--- src/rtl/i2s_tx_sched.sv ---
// I2S transmit frame scheduler: bit/lrck framing, one-entry sample holding
// buffer with valid/ready intake, per-frame word load, mute and underrun tracking.
module i2s_tx_sched #(
  parameter int WORD_SIZE     = 32,
  parameter int SAMPLE_SIZE   = 24,
  parameter int UNDERRUN_HOLD = 0
) (
  input  logic                   i_bck,
  input  logic                   i_rst,
  input  logic                   i_en,
  input  logic                   i_mute,
  input  logic                   i_s_valid,
  output logic                   o_s_ready,
  input  logic [SAMPLE_SIZE-1:0] i_s_l_sample,
  input  logic [SAMPLE_SIZE-1:0] i_s_r_sample,
  output logic                   o_lrck,
  output logic [WORD_SIZE-1:0]   o_l_word,
  output logic [WORD_SIZE-1:0]   o_r_word,
  output logic                   o_frame_start,
  output logic                   o_underrun,
  input  logic                   i_underrun_clr,
  output logic [7:0]             o_underrun_cnt
);

  localparam int CNT_W = (WORD_SIZE > 1) ? $clog2(WORD_SIZE) : 1;
  localparam int PAD   = WORD_SIZE - SAMPLE_SIZE;

  typedef enum logic [1:0] {ST_IDLE, ST_RUN, ST_STOP} state_t;

  state_t                 r_state, w_state_next;
  logic [CNT_W-1:0]       r_bit_cnt, w_bit_cnt_next;
  logic                   r_lrck, w_lrck_next;
  logic [WORD_SIZE-1:0]   r_l_word, w_l_word_next;
  logic [WORD_SIZE-1:0]   r_r_word, w_r_word_next;
  logic [SAMPLE_SIZE-1:0] r_pend_l, w_pend_l_next;
  logic [SAMPLE_SIZE-1:0] r_pend_r, w_pend_r_next;
  logic                   r_pend_full, w_pend_full_next;
  logic                   r_s_ready, w_s_ready_next;
  logic                   r_frame_start, w_frame_start_next;
  logic                   r_underrun, w_underrun_next;
  logic [7:0]             r_underrun_cnt, w_underrun_cnt_next;

  logic w_active, w_last_bit, w_load, w_hs;

  always_comb begin
    w_active   = (r_state != ST_IDLE);
    w_last_bit = (r_bit_cnt == CNT_W'(WORD_SIZE - 1));
    w_load     = w_active && r_lrck && w_last_bit;
    w_hs       = i_s_valid && r_s_ready;

    w_state_next        = r_state;
    w_bit_cnt_next      = r_bit_cnt;
    w_lrck_next         = r_lrck;
    w_l_word_next       = r_l_word;
    w_r_word_next       = r_r_word;
    w_pend_l_next       = r_pend_l;
    w_pend_r_next       = r_pend_r;
    w_pend_full_next    = r_pend_full;
    w_underrun_next     = r_underrun;
    w_underrun_cnt_next = r_underrun_cnt;

    case (r_state)
      ST_IDLE: if (i_en) w_state_next = ST_RUN;
      ST_RUN, ST_STOP: begin
        // en decides per edge, so a STOP that sees en again resumes seamlessly
        w_state_next = i_en ? ST_RUN : ST_STOP;
        if (w_load && !i_en) w_state_next = ST_IDLE;
      end
      default: w_state_next = ST_IDLE;
    endcase

    if (w_active) begin
      w_bit_cnt_next = w_last_bit ? '0 : r_bit_cnt + 1'b1;
      if (w_last_bit) w_lrck_next = ~r_lrck;
    end

    if (w_load) begin
      w_pend_full_next = 1'b0;
      if (!i_en) begin
        w_l_word_next = '0;
        w_r_word_next = '0;
      end else if (r_pend_full) begin
        w_l_word_next = i_mute ? '0 : (WORD_SIZE'(r_pend_l) << PAD);
        w_r_word_next = i_mute ? '0 : (WORD_SIZE'(r_pend_r) << PAD);
      end else begin
        if (i_mute || UNDERRUN_HOLD == 0) begin
          w_l_word_next = '0;
          w_r_word_next = '0;
        end
        w_underrun_next = 1'b1;
        if (r_underrun_cnt != 8'hFF) w_underrun_cnt_next = r_underrun_cnt + 8'd1;
      end
    end

    // A pair taken on the final STOP edge is dropped with the rest of the buffer
    if (w_hs && w_state_next != ST_IDLE) begin
      w_pend_l_next    = i_s_l_sample;
      w_pend_r_next    = i_s_r_sample;
      w_pend_full_next = 1'b1;
    end

    if (i_underrun_clr && !(w_load && i_en && !r_pend_full)) w_underrun_next = 1'b0;

    w_s_ready_next     = (w_state_next != ST_IDLE) && !w_pend_full_next;
    w_frame_start_next = (w_state_next != ST_IDLE) && (w_bit_cnt_next == '0) && !w_lrck_next;
  end

  always_ff @(negedge i_bck) begin
    if (i_rst) begin
      r_state        <= ST_IDLE;
      r_bit_cnt      <= '0;
      r_lrck         <= 1'b0;
      r_l_word       <= '0;
      r_r_word       <= '0;
      r_pend_l       <= '0;
      r_pend_r       <= '0;
      r_pend_full    <= 1'b0;
      r_s_ready      <= 1'b0;
      r_frame_start  <= 1'b0;
      r_underrun     <= 1'b0;
      r_underrun_cnt <= '0;
    end else begin
      r_state        <= w_state_next;
      r_bit_cnt      <= w_bit_cnt_next;
      r_lrck         <= w_lrck_next;
      r_l_word       <= w_l_word_next;
      r_r_word       <= w_r_word_next;
      r_pend_l       <= w_pend_l_next;
      r_pend_r       <= w_pend_r_next;
      r_pend_full    <= w_pend_full_next;
      r_s_ready      <= w_s_ready_next;
      r_frame_start  <= w_frame_start_next;
      r_underrun     <= w_underrun_next;
      r_underrun_cnt <= w_underrun_cnt_next;
    end
  end

  assign o_s_ready      = r_s_ready;
  assign o_lrck         = r_lrck;
  assign o_l_word       = r_l_word;
  assign o_r_word       = r_r_word;
  assign o_frame_start  = r_frame_start;
  assign o_underrun     = r_underrun;
  assign o_underrun_cnt = r_underrun_cnt;

endmodule

--- config.mk ---
export PLATFORM = sky130hd
export DESIGN_NAME = i2s_tx_sched
export DESIGN_NICKNAME = d
export VERILOG_FILES = /design/src/rtl/i2s_tx_sched.sv
export SDC_FILE = /design/constraint.sdc
export NUM_CORES = 1
export LEC_CHECK = 0
export BUFFER_PORTS_ARGS = -buffer_cell sky130_fd_sc_hd__buf_2
export CORE_UTILIZATION = 33
export CTS_BUF_LIST = sky130_fd_sc_hd__clkbuf_8 sky130_fd_sc_hd__clkbuf_16
export CTS_CLUSTER_SIZE = 25
export DETAILED_ROUTE_END_ITERATION = 10
export PLACE_DENSITY = 0.61
export SKIP_LAST_GASP = 1
export SLEW_MARGIN = 10
export SYNTH_ARGS = -nofsm -noshare
export SYNTH_HDL_FRONTEND = slang
export SYNTH_SLANG_ARGS = --single-unit
export TNS_END_PERCENT = 10
--- constraint.sdc ---
create_clock -name i_bck -period 2.3 [get_ports i_bck]
set_clock_uncertainty 0.1 [all_clocks]
set_input_delay 0.575 -clock i_bck [delete_from_list [all_inputs] [get_ports i_bck]]
set_output_delay 0.575 -clock i_bck [all_outputs]
set_load 0.01 [all_outputs]
# --- After elaboration in Yosys (flattened, before gate mapping) ---
# Index checks and enable logic that the tools add are counted.
op_classes:
  bitwise: 2
  add_sub_neg: 2
  n_reduce_logical: 24
  muxes: 16
  n_eq_ne: 4
ops:
  columns: ["cell", "count"]
  rows:
  - ["$mux W32", 6]
  - ["$logic_and A1 B1 Y1", 11]
  - ["$mux W5", 2]
  - ["$add A8 B1 Y8 const B", 1]
  - ["$ne A8 B8 Y1 const B", 1]
  - ["$mux W2", 3]
  - ["$add A5 B1 Y5 const B", 1]
  - ["$eq A5 B5 Y1 const B", 1]
  - ["$logic_not A1 Y1", 5]
  - ["$logic_not A5 Y1", 1]
  - ["$mux W1", 4]
  - ["$pmux W2 S2", 1]
  - ["$reduce_and A4 Y1", 1]
  - ["$reduce_bool A2 Y1", 2]
  - ["$reduce_or A2 Y1", 2]
  - ["$reduce_and A3 Y1", 1]
  - ["$eq A2 B1 Y1 const B", 1]
  - ["$eq A2 B2 Y1 const B", 1]
  - ["$logic_not A2 Y1", 1]
  - ["$not A1 Y1", 2]
word_totals:
  output_inout_bits: 76
  input_bits: 54
  wordCells: 60
  regBits: 132

# --- Longest topological paths before layout ---
depth:
  ltp_word: 11
  depth_mapped: 9
  mapped_depth_nobuf: 7

==> metrics.cfg <==
[run_status]
outcome=complete, but fails checks
violations=negative setup slack

[finish]
final_cell_mix=inv_1 (123), nand2b_1 (98), buf_2 (79), dfxtp_1 (63), nor2_1 (60)
stdcell_count=949
layout-drive-gt1-share_pct=31.63
synthToLayoutAreaGrowth_pct=45.79
final_common_cell=inv_1
n_antenna_cell=0
design_area_sq_mm=0.007127
fin_nets=814

[die]
dieArea_sq_mm=0.01530
io-pin-count=130
die_h_microns=123.7
core_sq_mm=0.01448
die_w_microns=123.7
rows=44
start_util_pct=33.76

[clock_tree]
h-tree-depth=4
insertion_delay_ns=0.44
cts_buffers=17
cts_tree=built
hold_buffers=0
root_buffer=clkbuf_16
cts.sinks=116
clk_pin_slew_ns=0.05
clock_path_buffers=2

[pwr]
intPower_mw=4.335
power.density_mw_per_mm2=839.5
combPwrFrac_pct=6.9
power.share.clock_pct=57.7
vdd_drop_max_v=0.0004491
seq_power_share_pct=35.4
p_sw_share_pct=27.55
switching_power_mw=1.648
p_leak_nw=3.399

[drt]
drt-initial-drc-count=162
antenna_left=0
wire_per_inst_microns=12.46
dr.pass1.iters=7
vias=4413
drcViolationCount=0
viasPerCell=4.650
routed_wl_mm=11.82

[grt]
overflow=0
grt_pass1_wl_mm=19.06
grt_max_degree=64
grt_pass1_vias=4492
track_usage_pct=16.12
antenna_found_initial=0

[worst_setup_path]
start_kind=flop
r2r_cells=7
crit_start=o_r_word[9]
r2r_setup_slack_ns=-0.06
worst_ep_arrival_time_ns=2.05
r2r-end=o_underrun_cnt[6]
rr_startpoint=r_bit_cnt[0]
cp_max_fo=2
crit_path_cell_trace=buf_6
end_kind=output port
path_buf_inv=1
slowest_stage=dfxtp_2
crit_family=flip-flops
crit_required_ns=1.62
worstSetupPathType=flop to output port
max_stage_delay_ns=0.33

[yosys]
synthFlopType=dfxtp_1
avgSynthCellArea_sq_um=9.642
yosysSeqAreaShare_pct=47.50
synth_cell_types=46
ys_seq_elements=116
async_flop_share_pct=0
synth-edff-count=0
ys_warn_count=0
syn_area_sq_mm=0.004888
synthCells=507

[worst_hold_path]
min_from=r_pend_l[16]
min_path_type=flop to flop
hold-path-cell-count=2
hold-path-endpoint=r_pend_l[16]

[sta]
rsz0062_at_grt=yes
maxSlewViolCount=0
whs_ns=0.3664
hold_violations=0
fin_ws_ns=-0.4202
setup_viol=167

[flow_run]
max_cap_violations=0

[placement]
dp_worst_setup_slack_ns=-0.8583
place.gp.congestion=0.8482
placed_cells=800
detailed_place_hpwl_mm=7.162
io_buffers=113
dpl-instance-area_sq_mm=0.005806

registers in the layout, indices dropped and copies added (netlist names), 2 cells and up:
signal and count:
r_pend_l 24, o_l_word 24, r_bit_cnt 5, r_pend_r 24, o_underrun_cnt 8, o_r_word 24, r_state 2
worst max-delay path by stage:
stage | to | slack (ns) | cells after the start
floorplan | o_underrun_cnt[4] | -0.69 | 4
global placement | o_underrun_cnt[6] | -0.84 | 4
detailed placement | r_pend_l[0] | -0.86 | 7
CTS | o_l_word[25] | -0.43 | 1
global route | o_r_word[12] | -0.46 | 1
finish | o_r_word[9] | -0.42 | 1
layer usage:
layer / up-vias / wire (microns) / GRT usage (%)
li1: 2189 / - / -
met1: 2065 / 5200 / 17.06
met2: 144 / 5694 / 24.51
met3: 15 / 796 / 9.158
met4: 0 / 130 / 10.39
met5: - / 0 / 0
power by group through the flow:
stage	Combinational [mW]	Sequential (mW)	Clock, mW
final	0.410	2.12	3.45
after global routing	0.454	2.12	3.88
after CTS	0.415	2.12	3.58
after detailed placement	0.412	2.14	0.308
after global placement	0.399	2.14	0.308
after floorplan	0.284	2.14	0.308
cells by family (layout without fill, tap and decap cells):
group | Yosys count | count (layout) | share of synthesized area (%)
other | 1 | 16 | 0.07671
multiplexers | 54 | 54 | 11.16
flip-flops | 116 | 116 | 47.50
AND/OR/NAND/NOR | 199 | 199 | 22.75
XOR/XNOR | 1 | 1 | 0.1792
adder cells (fa/ha/maj) | 6 | 6 | 1.536
buffers and inverters | 57 | 300 | 6.117
AO/OA/AOI/OAI | 73 | 73 | 10.67
cells in the mapped netlist (2+ instances only):
library cell,n,share of area [%]
and3_1,2,0.26
buf_4,16,2.5
nand2_1,5,0.38
buf_2,8,0.82
a21oi_1,8,0.82
and2_1,3,0.38
mux2i_1,50,10
nor4b_1,2,0.36
nor2_1,61,4.7
mux2_2,3,0.69
clkbuf_1,25,1.9
inv_1,4,0.31
nand2b_1,98,13
or4_1,2,0.31
o31ai_1,2,0.31
nand3_1,2,0.20
o21ai_0,5,0.51
ha_1,6,1.5
nor3_1,6,0.61
nor2b_1,7,0.90
dfxtp_1,116,48
and4_1,2,0.36
buf_6,2,0.46
buf_1,2,0.15
a21o_1,2,0.31
a22oi_1,48,7.4
layout make-up:
type | instances | area, sq um
fillers | 1384 | 7352
flip-flops and latches | 116 | 2389
multi-input cells | 349 | 2352
repair buffers | 151 | 1122
clock inverters | 129 | 596.8
clock buffers | 17 | 425.4
well taps | 184 | 230.2
inverters | 3 | 11.26
through the flow:
| step | total power, mW | util, % | setup TNS, ns |
|---|---|---|---|
| 2_1_floorplan | 2.734 | - | -55.97 |
| 3_3_place_gp | 2.848 | 40.10 | -73.39 |
| 3_5_place_dp | 2.863 | 40.10 | -76.45 |
| 4_1_cts | 6.118 | 48.42 | -52.00 |
| 5_1_grt | 6.451 | 49.22 | -60.33 |
| 6_report | 5.983 | 49.22 | -50.91 |
repair_timing:
| item | CTS | global route |
|---|---|---|
| resized for setup | 59 | 27 |
| setup endpoints to repair | 167 | 167 |
| endpoints found under the hold margin | 0 | 0 |
| buffers inserted | 3 | 1 |
| cloned | 0 | 0 |
No activity file was read; power rests on OpenSTA's default activity.
